<file path="src/rtl/uart_tx_arbiter.sv">
// uart_tx_arbiter
//   Shares one UART transmitter among NUM_REQ byte sources. Each granted byte
//   is latched, handed to the transmitter with a one-cycle start pulse, and
//   the arbiter then follows the transmitter Busy line until the frame ends.
//   If Busy never rises within BUSY_TIMEOUT cycles, the byte is dropped and
//   Timeout_Err pulses.
//
// Ports
//   CLK            clock
//   RST            asynchronous reset, active-low
//   Req            per-requester request level, held until its Req_Ack
//   Req_Data       requester i byte at [i*DATA_WIDTH +: DATA_WIDTH]
//   Req_Ack        one-hot, one-cycle pulse: byte accepted
//   Tx_Busy        Busy from the UART TX controller
//   Tx_Data        byte to the transmitter, held until the next grant
//   Tx_Data_Valid  one-cycle start pulse to the transmitter
//   Grant_Id       index of the current/last granted requester
//   Arb_Busy       high in every state except IDLE
//   Timeout_Err    one-cycle pulse when Busy fails to rise in time
//
// Build option
//   UART_ARB_FIXED_PRIO_EN : when defined, the lowest-index request always
//   wins and the round-robin pointer is not built.
//
// state      | meaning
// -----------+-----------------------------------------------------------
// IDLE       | waiting for a request while the transmitter is idle
// ISSUE      | Req_Ack is visible; the start pulse is launched this cycle
// WAIT_BUSY  | start pulse visible / waiting for Tx_Busy to rise
// WAIT_DONE  | frame in flight, waiting for Tx_Busy to fall
`timescale 1ns/1ps

module uart_tx_arbiter #(
  parameter int NUM_REQ      = 4,
  parameter int DATA_WIDTH   = 8,
  parameter int ID_WIDTH     = 2,
  parameter int BUSY_TIMEOUT = 8
) (
  input  logic                          CLK,
  input  logic                          RST,
  input  logic [NUM_REQ-1:0]            Req,
  input  logic [NUM_REQ*DATA_WIDTH-1:0] Req_Data,
  output logic [NUM_REQ-1:0]            Req_Ack,
  input  logic                          Tx_Busy,
  output logic [DATA_WIDTH-1:0]         Tx_Data,
  output logic                          Tx_Data_Valid,
  output logic [ID_WIDTH-1:0]           Grant_Id,
  output logic                          Arb_Busy,
  output logic                          Timeout_Err
);

  localparam int                CNT_W     = (BUSY_TIMEOUT > 2) ? $clog2(BUSY_TIMEOUT) : 1;
  localparam logic [CNT_W-1:0]  CNT_LAST  = CNT_W'(BUSY_TIMEOUT - 1);
  localparam logic [ID_WIDTH:0] NUM_REQ_W = (ID_WIDTH + 1)'(NUM_REQ);

  typedef enum logic [1:0] {
    S_IDLE,
    S_ISSUE,
    S_WAIT_BUSY,
    S_WAIT_DONE
  } state_t;

  state_t                  state, state_nxt;
  logic [CNT_W-1:0]        cnt, cnt_nxt;
  logic [ID_WIDTH-1:0]     ptr;
  logic [NUM_REQ-1:0]      req_rot;
  logic                    found;
  logic [ID_WIDTH-1:0]     offset;
  logic [ID_WIDTH:0]       win_sum;
  logic [ID_WIDTH-1:0]     winner;
  logic [DATA_WIDTH-1:0]   win_data;
  logic [NUM_REQ-1:0]      win_onehot;
  logic                    grant;

  logic [DATA_WIDTH-1:0]   data_nxt;
  logic [NUM_REQ-1:0]      ack_nxt;
  logic                    valid_nxt;
  logic [ID_WIDTH-1:0]     gid_nxt;
  logic                    busy_nxt;
  logic                    err_nxt;

  // Rotate the request vector so the pointer position lands at bit 0; the
  // lowest set bit of the rotated vector is then the round-robin winner.
  assign req_rot = NUM_REQ'({Req, Req} >> ptr);

  always_comb begin
    found  = |req_rot;
    offset = '0;
    for (int j = NUM_REQ - 1; j >= 0; j--) begin
      if (req_rot[j]) offset = ID_WIDTH'(j);
    end
    win_sum = {1'b0, ptr} + {1'b0, offset};
    if (win_sum >= NUM_REQ_W) win_sum = win_sum - NUM_REQ_W;
    winner = win_sum[ID_WIDTH-1:0];
  end

  always_comb begin
    win_data   = '0;
    win_onehot = '0;
    for (int i = 0; i < NUM_REQ; i++) begin
      if (winner == ID_WIDTH'(i)) begin
        win_data      = Req_Data[i*DATA_WIDTH +: DATA_WIDTH];
        win_onehot[i] = 1'b1;
      end
    end
  end

  assign grant = (state == S_IDLE) && found && !Tx_Busy;

`ifdef UART_ARB_FIXED_PRIO_EN
  // Pointer pinned at 0: the rotation above degenerates to lowest-index wins.
  assign ptr = '0;
`else
  logic [ID_WIDTH:0] ptr_inc;

  always_comb begin
    ptr_inc = {1'b0, winner} + (ID_WIDTH + 1)'(1);
    if (ptr_inc == NUM_REQ_W) ptr_inc = '0;
  end

  always_ff @(posedge CLK or negedge RST) begin
    if (!RST)       ptr <= '0;
    else if (grant) ptr <= ptr_inc[ID_WIDTH-1:0];
  end
`endif

  always_ff @(posedge CLK or negedge RST) begin
    if (!RST) begin
      state         <= S_IDLE;
      cnt           <= '0;
      Tx_Data       <= '0;
      Tx_Data_Valid <= 1'b0;
      Req_Ack       <= '0;
      Grant_Id      <= '0;
      Arb_Busy      <= 1'b0;
      Timeout_Err   <= 1'b0;
    end else begin
      state         <= state_nxt;
      cnt           <= cnt_nxt;
      Tx_Data       <= data_nxt;
      Tx_Data_Valid <= valid_nxt;
      Req_Ack       <= ack_nxt;
      Grant_Id      <= gid_nxt;
      Arb_Busy      <= busy_nxt;
      Timeout_Err   <= err_nxt;
    end
  end

  // Outputs are registered, so each one is computed here from the state it
  // will describe in the next cycle.
  always_comb begin
    state_nxt = state;
    cnt_nxt   = cnt;
    data_nxt  = Tx_Data;
    gid_nxt   = Grant_Id;
    ack_nxt   = '0;
    valid_nxt = 1'b0;
    err_nxt   = 1'b0;

    case (state)
      S_IDLE: begin
        if (grant) begin
          state_nxt = S_ISSUE;
          data_nxt  = win_data;
          gid_nxt   = winner;
          ack_nxt   = win_onehot;
        end
      end
      S_ISSUE: begin
        valid_nxt = 1'b1;
        cnt_nxt   = '0;
        state_nxt = S_WAIT_BUSY;
      end
      S_WAIT_BUSY: begin
        if (Tx_Busy) begin
          state_nxt = S_WAIT_DONE;
        end else if (cnt == CNT_LAST) begin
          // Byte is dropped; the pointer already moved past this requester.
          err_nxt   = 1'b1;
          state_nxt = S_IDLE;
        end else begin
          cnt_nxt = cnt + CNT_W'(1);
        end
      end
      S_WAIT_DONE: begin
        if (!Tx_Busy) state_nxt = S_IDLE;
      end
      default: state_nxt = S_IDLE;
    endcase

    busy_nxt = (state_nxt != S_IDLE);
  end

endmodule

</file>
<file path="config.mk">
export PLATFORM = sky130hd
export DESIGN_NAME = uart_tx_arbiter
export DESIGN_NICKNAME = d
export VERILOG_FILES = /design/src/rtl/uart_tx_arbiter.sv
export SDC_FILE = /design/constraint.sdc
export NUM_CORES = 1
export LEC_CHECK = 0
export BUFFER_PORTS_ARGS = -buffer_cell sky130_fd_sc_hd__clkbuf_2
export CAP_MARGIN = 10
export CORE_MARGIN = 1.5
export CORE_UTILIZATION = 52
export DETAILED_ROUTE_END_ITERATION = 12
export GPL_ROUTABILITY_DRIVEN = 0
export PLACE_DENSITY = 0.8
export REMOVE_ABC_BUFFERS = 1
export SKIP_LAST_GASP = 1
export SLEW_MARGIN = 20
export SYNTH_ARGS = -nofsm -noshare
export SYNTH_HDL_FRONTEND = slang
export SYNTH_SLANG_ARGS = --single-unit
</file>
<file path="constraint.sdc">
create_clock -name CLK -period 6.94 [get_ports CLK]
set_input_delay 1.735 -clock CLK [delete_from_list [all_inputs] [get_ports CLK]]
set_output_delay 1.735 -clock CLK [all_outputs]
set_load 0.005 [all_outputs]
</file>
* Word level (Yosys, flattened, before mapping)
Index checks and enable logic that the tools add are counted.
** Word-level totals
- Flip-flop bits (word level) :: 24
- Latch bits :: 0
- Bits in writable memories :: 0
- Memory bits (read-only) :: 0
- Output and inout port bits :: 17
- Word-level logic and storage cells :: 63
- Memories :: 0
** Operators by class
- Add/subtract/negate cells :: 4
- $mul :: 0
- Divide/modulo/power cells :: 0
- Magnitude comparators :: 1
- Equal/unequal tests :: 10
- Shift operators :: 1
- Multiplexer cells :: 28
- Bitwise operators :: 0
- Reduce and logical (&&, ||, !) cells :: 10
** Operators with widths (number)
- $mux W8 :: 4
- $mux W2 :: 10
- $eq A2 B2 Y1 const B :: 4
- $mux W1 :: 8
- $mux W4 :: 2
- $pmux W2 S4 :: 1
- $shr A8 B2 Y4 :: 1
- $eq A3 B3 Y1 const B :: 2
- $mux W3 :: 2
- $pmux W3 S2 :: 1
- $eq A2 B1 Y1 const B :: 2
- $logic_not A2 Y1 :: 2
- $ne A2 B2 Y1 const B :: 2
- $reduce_bool A2 Y1 :: 2
- $reduce_or A4 Y1 :: 1
- $add A2 B1 Y3 const B :: 1
- $add A2 B2 Y3 :: 1
- $add A3 B1 Y3 const B :: 1
- $ge A3 B3 Y1 const B :: 1
- $reduce_and A3 Y1 :: 1
- $logic_and A1 B1 Y1 :: 2
- $reduce_and A2 Y1 :: 1
- $sub A2 B1 Y2 const B :: 1
- $logic_not A1 Y1 :: 1

* Longest topological paths before layout
Gate-level depths: netlist of run 1.
- Depth after elaboration :: 13
- Depth in mapped cells :: 15

* Worst setup path after synthesis of run 1
Ideal clock, no wire load.
- Kind :: input port to flip-flop
- Start :: input Req[2]
- End :: register Tx_Data[0]
- Library setup time :: 0.065 ns
- Arrival time :: 4.115 ns
- Data required time :: 6.875 ns
- Setup slack :: 2.760 ns
- Cell stages on the path :: 13
- Path buffers :: 2
- Cells stage by stage :: buf_6 -> a221o_2 -> nand2_1 -> o221ai_1 -> ha_1 -> xor2_1 -> and3_2 -> or2_1 -> ha_1 -> clkbuf_1 -> nor2b_1 -> o311ai_0 -> o21a_1
** Between the ends
- Longest elaborated chain between the ends :: 13
- Elaborated cells between the ends (all ways) :: 21
- Those cells by class :: add/sub: 2; order compare: 1; eq/ne: 3; shift: 1; mux: 9; reduce/logical: 5
** RTL lines
- start, declared :: line 41 : input logic [NUM_REQ-1:0] Req,
- $shr A8 B2 Y4 (*) :: line 84 : assign req_rot = NUM_REQ'({Req, Req} >> ptr);
- $mux W2 (3 in series) :: line 90 : if (req_rot[j]) offset = ID_WIDTH'(j);
- $mux W2 (*) :: line 90
- $add A2 B2 Y3 (*) :: line 92 : win_sum = {1'b0, ptr} + {1'b0, offset};
- $ge A3 B3 Y1 or $sub A2 B1 Y2 (tied branches) :: line 93 : if (win_sum >= NUM_REQ_W) win_sum = win_sum - NUM_REQ_W;
- $mux W2 (*) :: line 93
- via win_sum[1] :: line 69 : logic [ID_WIDTH:0] win_sum;
- $logic_not A2 Y1 :: line 101 : if (winner == ID_WIDTH'(i)) begin
- $mux W8 (3 in series) :: line 101
- $mux W8 (*) :: line 101
- end signal, assigned :: line 140 : Tx_Data <= data_nxt;
- end, declared :: line 45 : output logic [DATA_WIDTH-1:0] Tx_Data,
The timed path passes the listed nets; every way through them passes the cells marked *.
A chain may end at the register's enable or synchronous reset.

* Worst setup path after layout of run 1
- Start :: input Req[0]
- End :: register Tx_Data[3]
** Between the ends
- Longest elaborated chain between the ends :: 13
- Elaborated cells between the ends (all ways) :: 21
- Those cells by class :: add/sub: 2; order compare: 1; eq/ne: 3; shift: 1; mux: 9; reduce/logical: 5
** RTL lines (line)
- $shr A8 B2 Y4 (*) :: 84
- $mux W2 (4 in series) :: 90
- $add A2 B2 Y3 :: 92
- $ge A3 B3 Y1 or $sub A2 B1 Y2 (tied branches) :: 93
- $mux W2 :: 93
- $logic_not A2 Y1 :: 101
- $mux W8 (4 in series) :: 101
Mark *: on every way between the ends. The rest lies on a longest branch, timed or not.

==> reports/results.txt, run 1 <==
DP Area: 1740 sq um
Worst-margin pin slew: 582 ps
Post-synth ARST share: 1.00
Detail Placement HPWL: 2470 um
Status: finished, final reports clean
Placeable Area: 2730 sq um
Mux contribution to synthesized area: 0.00751
Setup ws final: 2760 ps
Final period utilization: 0.602
I/O pin count: 56
# fillers: 209
Final Max Slew Viols: 0
Synth Cell Area: 1500 sq um
TritonCTS clock tree: yes
Fin. Hold Viols: 0
First-pass GRT wire length: 5310 um
Slew Limit Headroom: 0.612
Final Critical Period: 4180 ps
Leak: 0.000842 uW
Synth Area in Adders: 0.0584
Maximum VDD drop: 0.267 mV
Vias in the first global route: 1312
Gr usage total: 0.210
Ant diodes: 0
Yosys reg bits: 24
CP Data Arrival Time: 4400 ps
Layout Area Growth over Synthesis: 18.8%
Synth Area in Simple Gates: 0.249
Seq/Total Area, Yosys: 0.401
Synth Instances: 156
Place WS: 2410 ps
WL final: 3170 um
CP Capture Type: flip-flop
Drt pass-1 iters: 4
Clk pin slew, worst setup/hold paths: 130 ps
Post-Synth XOR/XNOR Area: 0.00584
Clk Latency, worst-skew pair: 320 ps
Clk buf depth: 2
Post-layout net count: 251
Routed Antenna Nets: 0
Final Cell Area: 1780 sq um
Final Skew: 4.70 ps
Top post-synthesis cells by area: dfrtp_1 (40%), nor2b_1 (7.5%), ha_1 (5.8%)
Main synth FF type: dfrtp_1
Standard-cell row count: 19
Initial antenna violation count: 0
Worst EP required: 7160 ps
Die area: 3210 sq um
CTS root buffer: clkbuf_4
Combinational family with the most area after synthesis: simple AND/OR/NAND/NOR gates
Worst Setup Path Type: primary input to flip-flop
DRC Markers: 0
Crit path max fanout: 17
Die H: 56.7 um
Via count: 1348
Setup TNS: 0 ps
Mean Syn Cell Area: 9.61 sq um
Initial Utilization: 0.548
Synth area leader: dfrtp_1
Max H-tree Level: 1
Final Setup Violations: 0
Compound-Gate Fraction of Synth Area: 0.225
Hold/Removal Path Class: flip-flop to flip-flop
Top cell type's share of synthesized area: 0.401
Pin count of the biggest net entering global routing: 25
# resized after CTS: 0
Iteration-0 DRC Markers: 34
Synth cell types: 36
Max-cap violation count: 0
# hold bufs at CTS: 0
Yosys Warn Count: 0
CTS Buf Count: 3
Die width: 56.7 um
WL/cell: 13.5 um
Grt ovf: 0
Number of buffers inserted by port buffering: 55
EDFF count, synth: 0
RSZ-0062 raised after global routing: false
Postcts setup bufs: 0
Fmax: 239 MHz
Layout cells sized above 1: 0.333
Startpoint types: primary input
Clock sink count: 24
Power per Cell Area: 454 nW/um^2
Util after Layout: 0.651
Number of vias per cell: 5.74
==> where the power goes <==
group          internal [uW]  switching (uW)  total (uW)
sequential               197            57.4         255
combinational            228             251         479
clock                   32.1            42.9        74.9
total                    458             351         809
==> logic make-up after synthesis <==
group | Yosys count
adders and majority gates | 7
AOI/OAI and AO/OA | 43
buffers and inverters | 13
xor gates and xnor gates | 1
DFF | 24
muxes | 1
and+or+nand+nor | 67
==> critical path: stages <==
cell	delay (ps)
clkbuf_2	160
nor2_1	60
a221o_2	390
nand2_1	70
o221ai_1	100
ha_1	210
xor2_1	150
and3_2	240
nor2_1	130
ha_1	500
nor2b_1	100
a221oi_1	260
o311ai_0	160
o21a_1	150
==> sequential cells by signal, summed over array words and instances, names as in the netlist <==
| register | count |
|---|---|
| Arb_Busy | 1 |
| cnt | 3 |
| ptr | 2 |
| state | 2 |
| Grant_Id | 2 |
| Timeout_Err | 1 |
| Tx_Data | 8 |
| Tx_Data_Valid | 1 |
| Req_Ack | 4 |
==> cell usage after synthesis (3+ instances only) <==
library cell,count
o311ai_0,8
clkbuf_1,4
o21ai_0,7
nor2_1,7
ha_1,7
nor2b_1,18
buf_6,3
nor3b_1,3
a21oi_1,3
dfrtp_1,24
a221oi_1,8
o21a_1,8
buf_2,3
nand2_1,21
and2_1,4
a22o_1,3
==> placed cells by master (no fill, tap or decap), drive strengths merged <==
cell,n
nor3,2
nand2b,2
and2b,1
or2b,1
a32oi,1
a221oi,8
or4,1
inv,1
nor4,3
xor2,1
a221o,1
o311ai,8
mux2,1
o21ai,7
and3,1
nand2,21
a21o,1
a22o,3
dfrtp,24
ha,7
nor2b,18
nor3b,3
o221ai,2
o31a,1
a21oi,3
or2,3
nor2,7
o21a,8
buf,1
clkbuf,59
and2,4
==> per-layer routing <==
| metal | up-vias | global-route usage | wire length [um] |
|---|---|---|---|
| met4 | 0 | 0.112 | 48 |
| met2 | 47 | 0.352 | 1540 |
| li1 | 662 | - | - |
| met1 | 634 | 0.253 | 1400 |
| met3 | 5 | 0.0392 | 178 |
| met5 | - | 0 | 0 |
==> final cells by class <==
type,instances,area [sq um],area share
Inverter,1,3.75,0.00211
Timing Repair Buffer,56,283,0.159
Clock buffer,4,36.3,0.0204
Sequential cell,24,601,0.337
Multi-Input combinational cell,119,818,0.460
Tap cell,31,38.8,0.0218
==> stage by stage <==
step	total power (uW)	cells	hold WS, ps
after floorplan	593	144	470
after global placement	711	231	474
after detailed placement	739	231	484
after CTS	815	235	516
after global routing	880	235	534
final	809	235	508
==> worst paths after layout <==
check / start / end / slack [ps] / cells after the start
max reg2reg: ptr[0]$_DFFE_PN0N_ / Tx_Data[3]$_DFFE_PN0P_ / 3740 / 13
max in group asynchronous: RST / Grant_Id[0]$_DFFE_PN0P_ / 5180 / 1
min reg2reg: Grant_Id[0]$_DFFE_PN0P_ / Grant_Id[0]$_DFFE_PN0P_ / 510 / 2
min in group asynchronous: RST / cnt[2]$_DFFE_PN0P_ / 1390 / 1
min: Grant_Id[0]$_DFFE_PN0P_ / Grant_Id[0]$_DFFE_PN0P_ / 510 / 2
max: Req[0] / Tx_Data[3]$_DFFE_PN0P_ / 2760 / 14
No activity file was read; power rests on OpenSTA's default activity.
==> run 2, diff against run 1 <==
ABC_AREA = 1   (was unset)
CORE_UTILIZATION = 48   (was 52)
PLACE_DENSITY = 0.75   (was 0.8)
clock period = 4.4 ns   (was 6.94 ns; I/O delays follow)
==> reports/results.txt, run 2 <==
Die width: 57.0 um (+0.48%)
Mean Syn Cell Area: 8.27 sq um (-14%)
Number of vias per cell: 4.95 (-14%)
Maximum VDD drop: 0.573 mV (+120%)
WL final: 2740 um (-14%)
CP Capture Type: flip-flop
Layout cells sized above 1: 0.299 (-0.0347)
Synth Cell Area: 1400 sq um (-6.8%)
Max-cap violation count: 0 (unchanged)
Crit path max fanout: 10 (-7)
Detail Placement HPWL: 2220 um (-10%)
Layout Area Growth over Synthesis: 21.8%
Critical Path Max Stage Delay: 430 ps (-70 ps)
Iteration-0 DRC Markers: 47 (+38%)
Sw frac: 0.456 (+0.0221)
Leak: 0.000946 uW (+12%)
Clk Latency, worst-skew pair: 310 ps (about the same)
Initial antenna violation count: 0 (unchanged)
# resized after CTS: 0 (unchanged)
RSZ-0062 raised after global routing: false
Post-synth ARST share: 1.00 (unchanged)
Worst-margin pin slew: 625 ps (+43.0 ps)
Worst EP required: 4640 ps (-2520 ps)
Top flop regs: Tx_Data (8), Req_Ack (4), cnt (3)
First-pass GRT wire length: 4810 um (-9.4%)
Synth cell types: 23 (-36%)
Final Cell Area: 1700 sq um (-4.4%)
Max H-tree Level: 1 (unchanged)
Slew Limit Headroom: 0.582 (-0.0298)
Most common cell after layout, fill and taps aside: clkbuf_2
Synth Instances: 169 (+8.3%)
Drt pass-1 iters: 4 (unchanged)
EDFF count, synth: 0 (unchanged)
# hold bufs at CTS: 0 (unchanged)
Sw power: 629 uW (+79%)
Max FFs per register: 8 (unchanged)
Clock sink count: 24 (unchanged)
Placeable Area: 2760 sq um (+0.87%)
Initial Utilization: 0.507 (-0.0415)
CTS Buf Count: 3 (unchanged)
Clk pin slew, worst setup/hold paths: 130 ps (about the same)
Standard-cell row count: 19 (unchanged)
Yosys reg bits: 24 (unchanged)
Util after Layout: 0.618 (-0.0337)
Final period utilization: 0.757
Power share of the combinational group: 0.628 (+0.035)
Die area: 3240 sq um (+0.95%)
Pin count of the biggest net entering global routing: 31 (+24%)
Setup TNS: 0 ps (unchanged)
Routed Antenna Nets: 0 (unchanged)
Grt ovf: 0 (unchanged)
Final Skew: 2.85 ps (-1.84 ps)
Die H: 57.0 um (+0.48%)
Power per Cell Area: 809 nW/um^2 (+78%)
Final Setup Violations: 0 (unchanged)
Ant diodes: 0 (unchanged)
Vias in the first global route: 1181 (-10%)
Cell mode on critical path: nand2_1
Slowest CP cell: nor2_1
Top post-synthesis cells by area: dfrtp_1 (43%), nand2_1 (12%), a21oi_1 (6.4%)
Cell family with the largest share of critical-path delay: simple AND/OR/NAND/NOR gates
Clock Power Share: 0.115 (+0.022)
Yosys Warn Count: 0 (unchanged)
Startpoint types: primary input
Most frequent cells in the layout: clkbuf_2 (55), nand2_1 (43), dfrtp_1 (24)
WP buf/inv: 2 (+1)
TritonCTS clock tree: yes
Status: finished, final reports clean
DRC Markers: 0 (unchanged)
Sequential Power Share: 0.257 (-0.058)
Number of buffers inserted by port buffering: 55 (unchanged)
I/O pin count: 56 (unchanged)
Post-layout net count: 268 (+6.8%)
Final Max Slew Viols: 0 (unchanged)
Seq/Total Area, Yosys: 0.430 (+0.0291)
Hold/Removal Path Class: flip-flop to flip-flop
Worst Setup Path Type: primary input to flip-flop
Top cell type's share of synthesized area: 0.430 (+0.0291)
Postcts setup bufs: 0 (unchanged)
Synth area leader: dfrtp_1
Fin. Hold Viols: 0 (unchanged)
Clk buf depth: 2 (unchanged)
CP Data Arrival Time: 3570 ps (-830 ps)
CTS root buffer: clkbuf_4
Via count: 1248 (-7.4%)
Synth cell count leaders: nand2_1 (43), dfrtp_1 (24), a21oi_1 (18)
# fillers: 248 (+19%)
Gr usage total: 0.189 (-0.0213)
WL/cell: 10.9 um (-19%)
Most frequent cell after synthesis: nand2_1
Biggest register: Tx_Data
DP Area: 1650 sq um (-5.4%)
Final Critical Period: 3330 ps
Fmax: 300 MHz
Internal power: 749 uW (+64%)
Main synth FF type: dfrtp_1
CP cell instances: clkbuf_2 > nand2_1 > nand3_1 > nand2_1 > nand3_1 > a21boi_0 > ha_1 > xor2_1 > nand2_1 > nand2_1 > inv_1 > ha_1 > nor2_1 > nand2_1 > a21oi_1 > mux2i_1 > o21ai_0
run 2: changes by cell type in the layout (fill, tap and decap cells not counted), moves of 10 or more:
cell,delta
nand3_1,+10
nand2_1,+22
nor2_1,+10
inv_1,+11
a21oi_1,+15
nor2b_1,-18
run 2: cell type report:
type	count	area [sq um]	area share
clock buffers	3	22.5	0.0132
clock inverters	1	30.0	0.0176
inverters	15	56.3	0.0331
multi-input cells	123	679	0.399
flip-flops and latches	24	601	0.353
well taps	31	38.8	0.0228
repair buffers	55	275	0.162
run 2: cell families after synthesis:
kind of cell / share of synthesized area
compound gates: 0.149
xor+xnor: 0.00627
fa+ha+maj: 0.0627
buf+inv: 0.0841
flops: 0.430
mux: 0.0573
simple gates: 0.211
run 2: path summary, 6_finish.rpt:
check | endpoint | from | slack, ps | cells after the start
max | Tx_Data[5]$_DFFE_PN0P_ | Req[1] | 1070 | 17
min | Grant_Id[0]$_DFFE_PN0P_ | Grant_Id[0]$_DFFE_PN0P_ | 500 | 2
max in group asynchronous | ptr[0]$_DFFE_PN0N_ | RST | 3280 | 1
min in group asynchronous | Tx_Data_Valid$_DFF_PN0_ | RST | 750 | 1
max reg2reg | Tx_Data[5]$_DFFE_PN0P_ | ptr[0]$_DFFE_PN0N_ | 1390 | 17
min reg2reg | Grant_Id[0]$_DFFE_PN0P_ | Grant_Id[0]$_DFFE_PN0P_ | 500 | 2
run 2: metrics by stage:
step | instances | setup WS, ps | power [uW] | hold slack [ps]
2_1_floorplan | 162 | 1200 | 1030 | 456
3_3_place_gp | 248 | 809 | 1220 | 469
3_5_place_dp | 248 | 690 | 1230 | 475
4_1_cts | 252 | 1020 | 1400 | 506
5_1_grt | 252 | 725 | 1540 | 531
6_report | 252 | 1070 | 1380 | 499
run 2: worst min-delay path, delay by kind of cell, from the launching register on:
kind / cells / cell delay (ps)
flip-flops: 1 / 370
AND/OR/NAND/NOR: 1 / 50
AO/OA/AOI/OAI: 1 / 60
run 2: power groups by stage:
stage / sequential [uW] / clock [uW] / combinational, uW
after floorplan: 355 / 0 / 670
after global placement: 359 / 0 / 859
after global routing: 365 / 173 / 1000
final: 354 / 158 / 866
after CTS: 355 / 162 / 881
after detailed placement: 360 / 0 / 874
run 2: layer usage:
layer  vias up  wire length, um  global-route usage  part of all wire
li1        660                -                   -                 -
met1       540             1230               0.251              0.45
met2        44             1270               0.307              0.46
met3         4              195              0.0317             0.071
met4         0               44              0.0797             0.016
met5         -                0                   0                 0
